`config.mk`:
```
export PLATFORM = sky130hd
export DESIGN_NAME = tx_mac_arbiter
export DESIGN_NICKNAME = d
export VERILOG_FILES = /design/src/rtl/tx_mac_arbiter.sv
export SDC_FILE = /design/constraint.sdc
export NUM_CORES = 1
export LEC_CHECK = 0
export BUFFER_PORTS_ARGS = -buffer_cell sky130_fd_sc_hd__buf_2
export CORE_AREA = 2 2 153 155
export DETAILED_ROUTE_END_ITERATION = 8
export DIE_AREA = 0 0 155 157
export SLEW_MARGIN = 20
export SYNTH_ARGS = -nofsm -noshare
export SYNTH_HDL_FRONTEND = slang
export SYNTH_SLANG_ARGS = --single-unit
```
`constraint.sdc`:
```
create_clock -name clk156 -period 3.4 [get_ports clk156]
set_clock_uncertainty 0.2 [all_clocks]
set_input_delay 1.02 -clock clk156 [delete_from_list [all_inputs] [get_ports clk156]]
set_output_delay 1.02 -clock clk156 [all_outputs]
set_load 0.005 [all_outputs]
```
`src/rtl/tx_mac_arbiter.sv`:
```
// tx_mac_arbiter: packet-level round-robin arbiter that shares the single
// 64-bit 10G MAC transmit AXI-Stream (clk156) between NUM_PORTS requesters.
// A grant covers a whole frame. Frames longer than MAX_BEATS are cut short:
// tlast is forced on beat MAX_BEATS and the remainder is drained from the
// source.
// Optional build macro TX_ARB_PRIO0_EN: port 0 gets strict priority, and the
// remaining ports round-robin among themselves.
module tx_mac_arbiter #(
  parameter int unsigned NUM_PORTS = 4,
  parameter int unsigned MAX_BEATS = 190
) (
  input  logic                      clk156,
  input  logic                      reset,
  input  logic [NUM_PORTS*64-1:0]   s_axis_tdata,
  input  logic [NUM_PORTS*8-1:0]    s_axis_tkeep,
  input  logic [NUM_PORTS-1:0]      s_axis_tvalid,
  input  logic [NUM_PORTS-1:0]      s_axis_tlast,
  output logic [NUM_PORTS-1:0]      s_axis_tready,
  output logic [63:0]               m_axis_tdata,
  output logic [7:0]                m_axis_tkeep,
  output logic                      m_axis_tvalid,
  output logic                      m_axis_tlast,
  input  logic                      m_axis_tready,
  output logic [NUM_PORTS-1:0]      grant,
  output logic                      trunc_pulse,
  output logic [15:0]               trunc_count
);

  localparam int unsigned IDX_W = $clog2(NUM_PORTS);

  typedef enum logic [1:0] {
    ST_IDLE,
    ST_PASS,
    ST_DROP
  } state_e;

  state_e             state_q, state_d;
  logic [NUM_PORTS-1:0] grant_q, grant_d;
  logic [IDX_W-1:0]   gidx_q, gidx_d;
  logic [IDX_W-1:0]   last_grant_q, last_grant_d;
  logic [15:0]        beat_cnt_q, beat_cnt_d;
  logic [15:0]        trunc_count_q, trunc_count_d;
  logic               trunc_pulse_q, trunc_pulse_d;

  // Arbitration and granted-source view
  int unsigned        last_u;
  int unsigned        gidx_u;
  int unsigned        cand;
  logic [IDX_W-1:0]   cand_idx;
  logic               win_found;
  logic [IDX_W-1:0]   win_idx;

  logic               src_valid;
  logic               src_last;
  logic [63:0]        src_data;
  logic [7:0]         src_keep;
  logic               at_limit;
  logic               pass_hs;
  logic               drop_hs;
  logic               trunc_ev;

  assign last_u = {{(32-IDX_W){1'b0}}, last_grant_q};
  assign gidx_u = {{(32-IDX_W){1'b0}}, gidx_q};

  // Select the next owner, searching upward from the previous owner with wrap
  always_comb begin
    win_found = 1'b0;
    win_idx   = '0;
    cand      = 0;
    cand_idx  = '0;
`ifdef TX_ARB_PRIO0_EN
    // last_grant only ever holds 1..NUM_PORTS-1 here, so the rotation runs
    // over that sub-range and port 0 is handled ahead of it.
    if (s_axis_tvalid[0]) begin
      win_found = 1'b1;
      win_idx   = '0;
    end else begin
      for (int unsigned k = 1; k < NUM_PORTS; k++) begin
        cand     = ((last_u - 1 + k) % (NUM_PORTS - 1)) + 1;
        cand_idx = cand[IDX_W-1:0];
        if (!win_found && s_axis_tvalid[cand_idx]) begin
          win_found = 1'b1;
          win_idx   = cand_idx;
        end
      end
    end
`else
    for (int unsigned k = 1; k <= NUM_PORTS; k++) begin
      cand     = (last_u + k) % NUM_PORTS;
      cand_idx = cand[IDX_W-1:0];
      if (!win_found && s_axis_tvalid[cand_idx]) begin
        win_found = 1'b1;
        win_idx   = cand_idx;
      end
    end
`endif
  end

  // Pick out the granted requester's lane and classify this cycle's transfer
  always_comb begin
    src_valid = s_axis_tvalid[gidx_q];
    src_last  = s_axis_tlast[gidx_q];
    src_data  = s_axis_tdata[gidx_u*64 +: 64];
    src_keep  = s_axis_tkeep[gidx_u*8 +: 8];
    at_limit  = (beat_cnt_q == 16'(MAX_BEATS - 1));
    pass_hs   = (state_q == ST_PASS) && src_valid && m_axis_tready;
    drop_hs   = (state_q == ST_DROP) && src_valid;
    trunc_ev  = pass_hs && !src_last && at_limit;
  end

  // State register
  always_ff @(posedge clk156) begin
    if (reset) begin
      state_q <= ST_IDLE;
    end else begin
      state_q <= state_d;
    end
  end

  // Next-state logic
  always_comb begin
    state_d = state_q;
    unique case (state_q)
      ST_IDLE: begin
        if (win_found) state_d = ST_PASS;
      end
      ST_PASS: begin
        if (pass_hs && src_last) state_d = ST_IDLE;
        else if (trunc_ev)       state_d = ST_DROP;
      end
      ST_DROP: begin
        if (drop_hs && src_last) state_d = ST_IDLE;
      end
      default: state_d = ST_IDLE;
    endcase
  end

  // Output logic: zero-latency mux from the owner in PASS, drain in DROP
  always_comb begin
    s_axis_tready = '0;
    m_axis_tdata  = '0;
    m_axis_tkeep  = '0;
    m_axis_tvalid = 1'b0;
    m_axis_tlast  = 1'b0;
    unique case (state_q)
      ST_PASS: begin
        m_axis_tdata          = src_data;
        m_axis_tkeep          = src_keep;
        m_axis_tvalid         = src_valid;
        // The limit beat always closes the frame on the MAC side
        m_axis_tlast          = src_last || at_limit;
        s_axis_tready[gidx_q] = m_axis_tready;
      end
      ST_DROP: begin
        s_axis_tready[gidx_q] = 1'b1;
      end
      default: ;
    endcase
    grant       = grant_q;
    trunc_pulse = trunc_pulse_q;
    trunc_count = trunc_count_q;
  end

  // Grant, round-robin pointer, beat counter and truncation statistics
  always_comb begin
    grant_d       = grant_q;
    gidx_d        = gidx_q;
    last_grant_d  = last_grant_q;
    beat_cnt_d    = beat_cnt_q;
    trunc_pulse_d = trunc_ev;
    trunc_count_d = trunc_count_q;

    if (state_q == ST_IDLE && win_found) begin
      grant_d          = '0;
      grant_d[win_idx] = 1'b1;
      gidx_d           = win_idx;
      beat_cnt_d       = '0;
`ifdef TX_ARB_PRIO0_EN
      if (win_idx != '0) last_grant_d = win_idx;
`else
      last_grant_d     = win_idx;
`endif
    end

    if (pass_hs) beat_cnt_d = beat_cnt_q + 16'd1;

    if ((pass_hs || drop_hs) && src_last) grant_d = '0;

    if (trunc_ev && trunc_count_q != 16'hFFFF) trunc_count_d = trunc_count_q + 16'd1;
  end

  // Datapath registers
  always_ff @(posedge clk156) begin
    if (reset) begin
      grant_q       <= '0;
      gidx_q        <= '0;
      last_grant_q  <= IDX_W'(NUM_PORTS - 1);
      beat_cnt_q    <= '0;
      trunc_pulse_q <= 1'b0;
      trunc_count_q <= '0;
    end else begin
      grant_q       <= grant_d;
      gidx_q        <= gidx_d;
      last_grant_q  <= last_grant_d;
      beat_cnt_q    <= beat_cnt_d;
      trunc_pulse_q <= trunc_pulse_d;
      trunc_count_q <= trunc_count_d;
    end
  end

endmodule

```
; After elaboration in Yosys (flattened, before gate mapping)
; Index checks and enable logic that the tools add are counted.
[word_totals]
ff_bits = 43
word_cells = 92
input_bits = 299
output_inout_bits = 99
[op_classes]
magnitude_cmp = 8
n_mux = 36
eq_ne = 7
addsub = 6
n_reduce_logical = 25
n_shift = 2
bitwise = 1
[op_table]
columns = cell, count
row1 = variable part select 256 x 9 -> 64 bit, 1
row2 = two-way mux 64 bit, 1
row3 = adder 16 x 1 -> 16 bit (second input constant), 2
row4 = two-way mux 16 bit, 2
row5 = variable part select 32 x 6 -> 8 bit, 1
row6 = < comparator 2 x 3 -> 1 bit (second input constant), 6
row7 = == test 16 x 8 -> 1 bit (second input constant), 1
row8 = two-way mux 2 bit, 8
row9 = inequality test 16 bit (second input constant), 1
row10 = logical AND 1 bit, 15
row11 = two-way mux 1 bit, 14
row12 = binary-select mux 1 bit (select 2 bit), 6
row13 = two-way mux 8 bit, 1
row14 = case mux 4 bit (2 select lines), 1
row15 = case mux 2 bit (3 select lines), 1
row16 = adder 2 x 1 -> 2 bit (second input constant), 2
row17 = adder 2 bit (second input constant), 2
row18 = AND 4 bit, 1
row19 = demux 1 bit (select 2 bit), 2
row20 = >= comparator 2 x 1 -> 1 bit (second input constant), 2
row21 = zero test 1 bit, 4
row22 = inequality test 3 x 2 -> 1 bit (second input constant), 1
row23 = AND reduction 3 bit, 1
row24 = == test 2 x 1 -> 1 bit (second input constant), 1
row25 = 7 further kinds, 8

; Depth between registers and ports, before layout
[depth]
ltp_word = 17
mapped_depth = 9
depth_no_buf = 7

; Least setup slack after synthesis
; No wires, ideal clock.
[synth_timing]
path_kind = reg2out
startpoint = register gidx_q[0]
endpoint = output port m_axis_tdata[28]
path_stages_with_launch = 6
arrival_time_ps = 1963
slack_ps = 217
cell_sequence = dfxtp_1 buf_2 buf_1 buf_2 mux4_2 and2_1
[synth_between]
elab_chain_cells = 2
[synth_lines]
columns = element, line_no
row1 = from (decl), 39  ; logic [IDX_W-1:0] gidx_q, gidx_d;
row2 = from (signal assigned), 203  ; gidx_q <= gidx_d;
row3 = variable part select 256 x 9 -> 64 bit, 103  ; src_data = s_axis_tdata[gidx_u*64 +: 64];
row4 = two-way mux 64 bit, 145  ; unique case (state_q)
row5 = to (decl), 19  ; output logic [63:0] m_axis_tdata,
; Every way passes these cells.

; Worst setup path in the final report
[layout_timing]
startpoint = input port s_axis_tvalid[3]
endpoint = output port m_axis_tvalid
[layout_between]
elab_chain_cells = 3
[layout_lines]
columns = element, line_no
row1 = from (decl), 16  ; input logic [NUM_PORTS-1:0] s_axis_tvalid,
row2 = binary-select mux 1 bit (select 2 bit), 101  ; src_valid = s_axis_tvalid[gidx_q];
row3 = two-way mux 1 bit (not written as such), 101
row4 = two-way mux 1 bit, 145
row5 = to (decl), 21  ; output logic m_axis_tvalid,
; Every way passes these cells. The select of a mux whose other input is x is not followed.

==> out/summary.txt <==
DRT iter0 DRCs: 461
syn nets: 772
total power: 3.94 mW
placed insts: 1,126
Fin Hold WS: 0.250 ns
CP max stage cell: mux4_2
Max Fclk: 303 MHz
DR WL/cell: 20.7 um
# IOs: 398
first-pass GRT wire length: 32,900 um
Arrival @ worst endpoint: 2.08 ns
post-synthesis cell area: 4560 um^2
worst min path class: reg2reg
vias per cell: 4.95
Setup crit end kind: primary output
VDD IR max: 0.436 mV
Area Growth Syn to Fin: 56.5%
die height: 157 um
status: finished, final reports clean
initial antenna violation count: 14
commonest non-fill, non-tap cell in the layout: buf_2
Avg Cell Area, Syn: 9.76 um^2
Initial Util: 20.3%
Comb power frac: 68.1%
most frequent cells in the layout: buf_2 (397), and2_1 (74), mux4_2 (74), dfxtp_1 (41), a21oi_1 (32)
max-slew violations: 0
Critical path buffers and inverters: 2
Async SR Flop Fraction: 0%
I/O Buffers: 397
Seq/Total Area, Yosys: 18.9%
Critical Path Max Stage Delay: 0.56 ns
Post-synth EDFFs: 0
Flop pwr share: 16.2%
Placed Area: 6930 um^2
Setup Viol. Count Final: 0
CTS max path bufs: 2
Worst Tran Pin Value: 0.671 ns
die width: 155 um
Tmin final: 3.30 ns
post-route ant nets: 0
CTS sink cnt: 43
CP startpoint kind: input pin
Final period util: 96.9%
grt ovf: 0
cell internal pwr: 2.38 mW
CTS Buf Count: 5
relative slew slack: 54.9%
layout cells sized above 1: 59.6%
Top FF cell, synth: dfxtp_1
Finished Cell Area: 7130 um^2
Post-CTS Resized: 0
GRT Util Overall: 17.9%
CP Max Fanout: 7
Vias: 5,637
total wire length: 23,600 um
# Max-Cap Violations: 0
net count reported at finish: 1,153
Non-Filler Instances: 1,138
Detailed Routing Iterations Pass 1: 4
root buf cell: clkbuf_16
clock slew at reported path FFs: 0.07 ns
vias in the first global route: 5,206
Power Dens Cells: 552 nW/um^2
Clk pwr share: 15.7%
LEAKAGE: 3.26 nW
worst skew pair latency: 0.29 ns
core area: 22,500 um^2
WP data required: 2.18 ns
die area: 24,300 um^2
Seq cells post-synth: 43
row count: 55
DRC Markers: 0
post-CTS setup buffers: 0
Syn Inst Count: 467
endpoints failing hold: 0
sw power: 1.56 mW
pin count of the biggest net entering global routing: 80
CP Class: in2out
RSZ-0062 raised after global routing: false
H-Tree Depth: 2
CP delay by family, top: multiplexers
Switching Fraction: 39.7%
DPL Wire Length: 20,100 um
worst path cell trace: buf_2 -> mux4_2 -> and2_1 -> buf_2
GP Congestion: 0.832
post-synth cell types: 45
Setup TNS: 0 ns
Synth warnings: 0
CTS tree: yes
# hold bufs at CTS: 0
CP dominant cell by count: buf_2
==> cell usage after synthesis, types with 2 or more instances <==
master	n	area [um^2]
and2_1	74	463
mux4_2	74	1670
dfxtp_1	43	861
a21oi_1	32	160
clkbuf_1	28	105
nor2_1	28	105
nand2_1	22	82.6
o21ai_0	19	95.1
nand3_1	11	55.1
or3_1	11	68.8
nand4_1	9	56.3
and3_1	8	50.1
inv_1	7	26.3
nand3b_1	7	52.6
nor4_1	7	43.8
a31oi_1	6	37.5
buf_1	6	22.5
buf_2	6	30.0
ha_1	6	75.1
mux2i_1	5	50.1
nor2b_1	5	31.3
nor3_1	5	25.0
or4_1	5	37.5
mux2_2	4	45.0
nand2b_1	4	25.0
o31ai_1	4	30.0
a311oi_1	3	26.3
a41oi_1	3	26.3
nor4b_1	3	26.3
a211oi_1	2	15.0
a21boi_0	2	15.0
and4_1	2	17.5
nor3b_1	2	15.0
o21bai_1	2	15.0
or2_2	2	12.5
==> worst register-to-register path: cells and delay by family, from the launching register on <==
kind                   cells  cell delay, ns
muxes                      1            0.59
AOI/OAI and AO/OA          2            0.63
DFF                        1            0.53
buffers and inverters      2            0.50
and+or+nand+nor            1            0.39
==> per-stage QoR <==
stage          worst slack [ns]  utilization [%]
3_3_place_gp              0.102             30.8
4_1_cts                  0.0932             31.7
5_1_grt                  0.0405             31.7
2_1_floorplan             0.217                -
3_5_place_dp              0.101             30.8
6_report                  0.105             31.7
==> layer usage <==
layer	up-vias	track usage (%)	wire, um
met2	306	25.5	10100
met3	26	8.18	2850
met4	12	1.81	238
met5	-	0	79
met1	2709	25.4	10300
li1	2584	-	-
==> worst paths after layout <==
kind	cells past startpoint	end	startpoint	slack, ns
hold reg to reg	2	grant[1]$_SDFFE_PP0P_	grant[1]$_SDFFE_PP0P_	0.25
hold / removal	2	grant[1]$_SDFFE_PP0P_	grant[1]$_SDFFE_PP0P_	0.25
setup / recovery	4	m_axis_tvalid	s_axis_tvalid[3]	0.10
setup reg to reg	6	trunc_count[10]$_SDFFE_PP0P_	gidx_q[0]$_SDFFE_PP0P_	0.48
==> power by group through the flow <==
stage	registers, mW	logic, mW	clock network (mW)
6_report	0.639	2.68	0.619
5_1_grt	0.653	2.93	0.648
4_1_cts	0.644	2.71	0.626
3_5_place_dp	0.654	2.71	0
3_3_place_gp	0.656	2.68	0
2_1_floorplan	0.587	1.67	0
==> flip-flops by register name, indices dropped and copies added, names as in the netlist <==
name	flops
grant	4
trunc_count	16
beat_cnt_q	16
last_grant_q	2
gidx_q	2
state_q	2
trunc_pulse	1
==> cell type report <==
| type | count | area [um^2] |
|---|---|---|
| multi-input cells | 376 | 3510 |
| repair buffers | 415 | 2170 |
| inverters | 7 | 26.3 |
| diodes | 4 | 10.0 |
| clock inverters | 2 | 41.3 |
| clock buffers | 6 | 150 |
| flip-flops and latches | 43 | 868 |
| fillers | 2399 | 15400 |
| well taps | 285 | 357 |
==> cell families after synthesis <==
kind of cell | synth area share [%]
flops | 18.9
buf+inv | 4.20
simple gates | 25.9
mux | 38.6
xor+xnor | 0.192
compound gates | 10.6
fa+ha+maj | 1.65
Power figures use the tool's default switching activity.
